===== config.mk =====
export PLATFORM = sky130hd
export DESIGN_NAME = mem_port_arbiter
export DESIGN_NICKNAME = d
export VERILOG_FILES = /design/src/rtl/mem_port_arbiter.sv
export SDC_FILE = /design/constraint.sdc
export NUM_CORES = 1
export LEC_CHECK = 0
export CORE_ASPECT_RATIO = 0.9
export CORE_MARGIN = 2
export CORE_UTILIZATION = 35
export CTS_CLUSTER_SIZE = 8
export DETAILED_ROUTE_END_ITERATION = 16
export GPL_TIMING_DRIVEN = 0
export PLACE_DENSITY = 0.93
export SLEW_MARGIN = 20
export SYNTH_ARGS = -nofsm -noshare
export SYNTH_HDL_FRONTEND = slang
export SYNTH_SLANG_ARGS = --single-unit

===== constraint.sdc =====
create_clock -name clk -period 1.9 [get_ports clk]
set_input_delay 0.38 -clock clk [delete_from_list [all_inputs] [get_ports clk]]
set_output_delay 0.38 -clock clk [all_outputs]
set_load 0.01 [all_outputs]

===== src/rtl/mem_port_arbiter.sv =====
// mem_port_arbiter: round-robin arbiter giving two requesters shared access
// to a single-port memory. Grants are one-cycle pulses issued together with
// the registered memory strobe; read data is steered back by a tag pipeline.
//
// Handshake: rqN_req is a level held (with wr/addr/wdata stable) until the
// requester sees rqN_gnt. The gnt cycle is the cycle the access is on the
// memory port. In that cycle the requester must drop req or present its next
// request. A requester that is being granted this cycle is not eligible, so a
// held req is never granted twice for one access.
module mem_port_arbiter #(
  parameter int ADDR_W     = 9,
  parameter int DATA_W     = 32,
  parameter int RD_LATENCY = 1,
  parameter int CNT_W      = 16
) (
  input  logic              clk,
  input  logic              rst_n,
  input  logic              rq0_req,
  input  logic              rq0_wr,
  input  logic [ADDR_W-1:0] rq0_addr,
  input  logic [DATA_W-1:0] rq0_wdata,
  input  logic              rq1_req,
  input  logic              rq1_wr,
  input  logic [ADDR_W-1:0] rq1_addr,
  input  logic [DATA_W-1:0] rq1_wdata,
  output logic              rq0_gnt,
  output logic              rq1_gnt,
  output logic              rq0_rvalid,
  output logic              rq1_rvalid,
  output logic [DATA_W-1:0] rq_rdata,
  output logic [ADDR_W-1:0] mem_addr,
  output logic [DATA_W-1:0] mem_wr_data,
  output logic              mem_wr,
  output logic              mem_rd,
  input  logic [DATA_W-1:0] mem_rd_data,
  output logic              busy,
  output logic [CNT_W-1:0]  contention_cnt
);

  // 1 = requester 1 won the most recent grant; resets to 1 so rq0 wins the first tie
  logic              last_winner;
  logic              elig0;
  logic              elig1;
  logic              tie;
  logic              win0;
  logic              win1;
  logic              win_any;
  logic              win_wr;
  logic [ADDR_W-1:0] win_addr;
  logic [DATA_W-1:0] win_wdata;

  // Tag pipeline: valid bit and requester id per in-flight read
  logic [RD_LATENCY-1:0] tag_v;
  logic [RD_LATENCY-1:0] tag_id;

  // Arbitration on the eligible set and selection of the winner's access
  always_comb begin
    elig0     = rq0_req & ~rq0_gnt;
    elig1     = rq1_req & ~rq1_gnt;
    tie       = elig0 & elig1;
    win0      = elig0 & (~elig1 | last_winner);
    win1      = elig1 & (~elig0 | ~last_winner);
    win_any   = win0 | win1;
    win_wr    = rq0_wr;
    win_addr  = rq0_addr;
    win_wdata = rq0_wdata;
    if (win1) begin
      win_wr    = rq1_wr;
      win_addr  = rq1_addr;
      win_wdata = rq1_wdata;
    end
  end

  // Issue the winning access onto the memory port and pulse its grant
  always_ff @(posedge clk or negedge rst_n) begin
    if (!rst_n) begin
      rq0_gnt     <= 1'b0;
      rq1_gnt     <= 1'b0;
      mem_wr      <= 1'b0;
      mem_rd      <= 1'b0;
      mem_addr    <= '0;
      mem_wr_data <= '0;
      last_winner <= 1'b1;
    end else begin
      rq0_gnt <= win0;
      rq1_gnt <= win1;
      mem_wr  <= win_any & win_wr;
      mem_rd  <= win_any & ~win_wr;
      if (win_any) begin
        mem_addr    <= win_addr;
        mem_wr_data <= win_wdata;
        last_winner <= win1;
      end
    end
  end

  // Saturating count of cycles where both requesters competed
  always_ff @(posedge clk or negedge rst_n) begin
    if (!rst_n) begin
      contention_cnt <= '0;
    end else if (tie && (contention_cnt != {CNT_W{1'b1}})) begin
      contention_cnt <= contention_cnt + 1'b1;
    end
  end

  // Read tag pipeline; stage 0 is loaded on the same edge as mem_rd, and the
  // rvalid registers act as its final stage, aligned with mem_rd_data
  always_ff @(posedge clk or negedge rst_n) begin
    if (!rst_n) begin
      tag_v      <= '0;
      tag_id     <= '0;
      rq0_rvalid <= 1'b0;
      rq1_rvalid <= 1'b0;
    end else begin
      tag_v[0]  <= win_any & ~win_wr;
      tag_id[0] <= win1;
      for (int k = 1; k < RD_LATENCY; k++) begin
        tag_v[k]  <= tag_v[k-1];
        tag_id[k] <= tag_id[k-1];
      end
      rq0_rvalid <= tag_v[RD_LATENCY-1] & ~tag_id[RD_LATENCY-1];
      rq1_rvalid <= tag_v[RD_LATENCY-1] & tag_id[RD_LATENCY-1];
    end
  end

  // Busy while any read is between its strobe and its data return
  always_comb begin
    busy = (|tag_v) | rq0_rvalid | rq1_rvalid;
  end

  // Read data is steered by rvalid only; the data path is a pass-through
  always_comb begin
    rq_rdata = mem_rd_data;
  end

endmodule


Yosys cells after proc, flatten, opt, wreduce, memory -nomap -nowiden
Index checks and enable logic that the tools add are counted.
Word-level totals
  bits in registers: 64
  input port bits: 120
  output and inout port bits: 96
  word-level logic and storage cells: 36
Cells by class
  add/sub/neg operators: 1
  equal/unequal tests: 1
  muxes and demuxes: 3
  bitwise logic cells: 20
  reductions and logical operators: 1
Operator list (count)
  2-to-1 mux 32 bit: 1
  adder 16 x 1 -> 16 bit (second input constant): 1
  inequality test 16 bit (second input constant): 1
  bitwise AND 1 bit: 9
  2-to-1 mux 9 bit: 1
  NOT 1 bit: 6
  OR 1 bit: 5
  logical AND 1 bit: 1
  2-to-1 mux 1 bit: 1

Longest topological paths before layout
  depth after elaboration: 8
  mapped depth: 6
  depth with buffers taken out: 5

Worst setup path after synthesis
Ideal clock, no wire load.
  path type: register -> register
  start point: register contention_cnt[0]
  end point: register contention_cnt[1]
  library setup time: 0.125 ns
  arrival time: 1.619 ns
  data required time: 1.775 ns
  setup slack: 0.156 ns
  cell stages (with the launch flop): 6
  path buffers: 0
  period minus slack after synthesis: 1.744 ns
  cells stage by stage: dfrtp_1 -> ha_1 -> nand4_2 -> nor4_4 -> nor2_2 -> mux2_4
Between the ends
  cells in the longest elaborated chain, start to end: 2
  elaborated cells between the ends (all ways): 3
  classes of those cells: add/sub: 1; eq/ne: 1; reduce/logical: 1
RTL lines
  start, declared: RTL line 37  | output logic [CNT_W-1:0] contention_cnt
  start signal, assigned: RTL line 102  | contention_cnt <= contention_cnt + 1'b1;
  parallel branches: the longest is 2 deep, another holds adder 16 x 1 -> 16 bit
Parallel ways; which one is timed is not known.
A chain may end at the register's enable or synchronous reset.

Worst setup path after layout
  start point: input port rq1_req
  end point: register mem_wr_data[5]
Between the ends
  cells in the longest elaborated chain, start to end: 5
  elaborated cells between the ends (all ways): 7
  classes of those cells: mux: 1; bitwise: 6
RTL lines
  start, declared: RTL line 22  | input logic rq1_req,
  bitwise AND 1 bit *: RTL line 59  | elig1 = rq1_req & ~rq1_gnt;
  NOT 1 bit: RTL line 61  | win0 = elig0 & (~elig1 | last_winner);
  OR 1 bit: RTL line 61
  bitwise AND 1 bit: RTL line 61
  OR 1 bit: RTL line 63  | win_any = win0 | win1;
  end signal, assigned: RTL line 91  | mem_wr_data <= win_wdata;
  end, declared: RTL line 32  | output logic [DATA_W-1:0] mem_wr_data,
Every way passes the cells marked *; elsewhere a longest branch is shown, timed or not.

==> impl_summary.md <==
Status
The flow ran to the end, and the final reports show no timing, DRC or antenna violations.

Timing
After routing, the total negative slack on setup checks comes to 0 ns. Setup repair after global routing could not meet its margin everywhere. The number of pins exceeding their max-slew limit in the final report is 0.

The total of endpoints with negative setup slack in the final report is 0. The worst path needs 1.82 ns of the cycle, external delays included. In the finished design, the share of the clock period the worst path needs comes to between 90% and 100%.

The number of hold violations in the final report came to 0. For this run, the top clock speed supported by timing is 0.550 GHz. The transition time at the pin with the least slew margin is between 0.4 and 0.5 ns. Measured against its own limit, the worst slew margin works out to 67.4%. On the final layout, the worst clock skew is 0.00638 ns.

Synthesis
The cell area that synthesis handed to floorplanning was 0.00301 mm2. After synthesis, the share of flip-flops with an asynchronous set or reset is 100%. Of the total synthesized cell area, the portion taken by XOR and XNOR cells is about 3.5%. The number of nets in the synthesized netlist is around 430.

After synthesis, flip-flops and latches occupy 53.3% of the total area. Counting distinct cell types in the post-synthesis netlist gives 37. The area share of the leading cell type in the synthesized netlist is 52.4%. The mux contribution to synthesized area is less than 1%.

In this run, synthesis produced a sequential element count of 64. Each instance of the synthesized netlist takes up on average between 9 and 10 um2. By area the synthesized netlist is led by dfrtp_1, nor2_1, o22ai_1, buf_4, xor2_1. The complex-gate fraction of the synthesized area is between 10% and 20%. Counting flops with a built-in enable in the synthesized netlist gives 0. The prevailing post-synth register cell is dfrtp_1.

dfrtp_1 takes more of the synthesized area than any other cell. The adder-cell share of the synthesized area is 0.416%. In the synthesized netlist, the cells that appear most often are nor2_1, dfrtp_1, o22ai_1. The simple-gate area share of the yosys netlist is 21.8%. The synthesis warning total is 0. nor2_1 is the most common cell in the netlist.

Synthesis produced a netlist whose cell count is between 300 and 400. By area, the combinational part of the netlist is dominated by simple AND/OR/NAND/NOR gates.

Floorplanning
The cell row count is 32. 216 I/O pins were placed. The height of the die is 91.9 um. The floorplan step set the die width to approximately 100 um. After floorplanning, the core was sized to cover between 0.008 and 0.009 mm2. The die covers 0.00935 mm2. The initial standard-cell utilization of the core is 35.6%.

Pwr
For this design the static power due to leakage is 2.21 nW. The worst voltage drop across the vdd grid is 0.000531 V. Power spread over the standard cell area amounts to 913 mW/mm2. The overall power after layout is ~4.8 mW.

GRT
The overall track demand over capacity in global routing is 19.9%. The first global-routing pass estimated 14400 um of wire. The via count of the first global-routing pass is 3012. Summed over all layers, the global routing overflow is 0. The initial antenna violation count was 0. Entering global routing, the biggest net connects 34 pins.

Placement
The total of buffers placed on input and output ports is 183. The number of placed instances, taps included, is 608. The wire-length estimate of the detail-placed layout is 7250 um.

The routability congestion estimate is 0.781.

Setup path
The critical path class is in2reg. In this design, the stage delay of the slowest critical-path cell is 0.54 ns. The number of buffers and inverters on the critical path is 2.

The standard cell with the maximum stage delay on the critical path is clkdlybuf4s50_1. Walking the worst path, the cells encountered are clkdlybuf4s50_1 > nand2b_1 > o21ai_2 > clkbuf_1 > o22ai_1 > nor2_1. STA puts the critical path data required time at 2.15 ns.

The type of element capturing the critical path is a register. Along the worst path, the maximum fanout reaches 10. The kind of cell with the highest combined delay along the critical path is buffers and inverters. The element type at the critical path start is an input port. The data arrival time at the worst-slack endpoint is between 2 and 2.5 ns.

Cells and area
The post-route non-filler standard cell count is 625. The fraction of final layout cells sized beyond drive strength 1 is 13.4%. The layout overhead on the synthesized area is 73.8%.

The repair_antennas step left the layout with diodes totalling 0. For this run, the share of the core covered by cells in the final layout is 61.9%. For this run, the post-layout net count is just over 600.

Clock tree
Clock tree synthesis inserted a total of 9 buffers. The total clock sinks is 64. Clock-pin slew was measured on the worst setup and hold paths at 0.07 ns.

TritonCTS built the clock tree. The clock insertion delay at the later pin of the skew report is approximately 0.33 ns. Clock tree synthesis selected as its root buffer the cell clkbuf_8. Post-CTS timing repair inserted 0 buffers for setup. The maximum clock path buffer count is 2. In this run the number of H-tree levels came out at 3.

Detailed routing
The number of search-and-repair iterations in the first detailed-routing pass is 5. The detail-routed via count per cell is 4.67. The final layout contains routed wiring with a total length of 9020 um. The count of vias placed by the detailed router is slightly below 3000. After the first detailed-routing iteration, the DRC count stood at 43. Dividing the detail-routed wire length by the instance count gives 14.4 um. Once detail routing completed, the nets flagged for antenna violations numbered 0. For this run, design rule violations remaining after detail routing come to 0.

Job
The max capacitance violation total is 0.

Hold path
In this run the worst hold path is classified as reg2reg.
## routing by layer
layer	track usage [%]	vias up	part of all wire [%]
met5	0	-	0
met4	4.28	0	1.1
met2	35.9	130	53
met3	8.00	10	8.2
met1	21.7	1360	38
li1	-	1417	-
## where the power goes
part | internal (mW) | leakage [nW] | switching (mW)
combinational | 0.995 | 1.35 | 0.705
clock | 0.675 | 0.103 | 0.492
sequential | 1.67 | 0.749 | 0.233
## final timing paths
kind | from | to | slack (ns) | cells past startpoint
setup / recovery | rq1_req | mem_wr_data[5] | 0.08 | 6
hold / removal | tag_id | rq0_rvalid | 0.51 | 1
setup reg to reg | contention_cnt[0] | contention_cnt[9] | 0.10 | 5
hold reg to reg | tag_id | rq0_rvalid | 0.51 | 1
max in group asynchronous | rst_n | mem_addr[6] | 0.85 | 3
min in group asynchronous | rst_n | contention_cnt[13] | 0.54 | 2
## flip-flops by register name (all words and copies together) (netlist names)
register	cells
mem_addr	9
mem_wr	1
tag_id	1
rq0_rvalid	1
rq1_rvalid	1
rq0_gnt	1
last_winner	1
tag_v	1
mem_wr_data	32
contention_cnt	16
## kinds of logic (layout without fill, tap and decap cells)
group           Yosys count  after routing
buf+inv                  48            249
mux                       1              1
simple gates            128            128
flops                    64             64
xor+xnor                 12             12
compound gates           51             51
fa+ha+maj                 1              1
## final cells by class
class / count / area (um2)
Clock buffer: 13 / 159
Buffer: 46 / 303
Multi-Input combinational cell: 193 / 1110
Fill cell: 701 / 3220
Sequential cell: 64 / 1600
Timing Repair Buffer: 185 / 1860
Tap cell: 119 / 149
Clock inverter: 3 / 40.0
Inverter: 2 / 7.51
## stage by stage
step | setup WS [ns] | hold slack [ns] | cell area [um2]
final | 0.0834 | 0.505 | 5230
after detailed placement | -0.540 | 0.351 | 5010
after global routing | -0.0922 | 0.530 | 5230
after floorplan | 0.156 | 0.0844 | 3010
after global placement | -1.57 | 0.482 | 4990
after CTS | 0.0169 | 0.511 | 5230
## layout by cell type (no fill, tap or decap), types with 2 or more instances in the layout
| master | Yosys | routed |
|---|---|---|
| buf_4 | 32 | 33 |
| nor3_1 | 3 | 3 |
| inv_1 | 2 | 2 |
| clkinv_2 | 0 | 2 |
| nor3_2 | 2 | 2 |
| clkdlybuf4s50_1 | 0 | 181 |
| dfrtp_1 | 63 | 63 |
| nand2_1 | 6 | 6 |
| and3_1 | 4 | 4 |
| nand3_1 | 7 | 7 |
| nor2b_1 | 2 | 2 |
| clkbuf_2 | 0 | 7 |
| o22ai_1 | 42 | 42 |
| nand4_1 | 4 | 4 |
| clkbuf_8 | 0 | 11 |
| o21ai_0 | 3 | 3 |
| a21oi_1 | 2 | 2 |
| nor4_4 | 3 | 3 |
| xor2_1 | 9 | 9 |
| clkbuf_1 | 13 | 8 |
| nor2_1 | 84 | 84 |
| or3_1 | 2 | 2 |
| xnor2_1 | 3 | 3 |
| nand2b_1 | 2 | 2 |
## repair_timing
item | 4_1_cts | 5_1_grt
setup endpoints to repair | 41 | 31
resized for setup | 8 | 2
hold buffers | 1 | 0
endpoints found under the hold margin | 30 | 0
pin swaps | 0 | 1
Note: power is estimated with default switching activity, not from simulation.
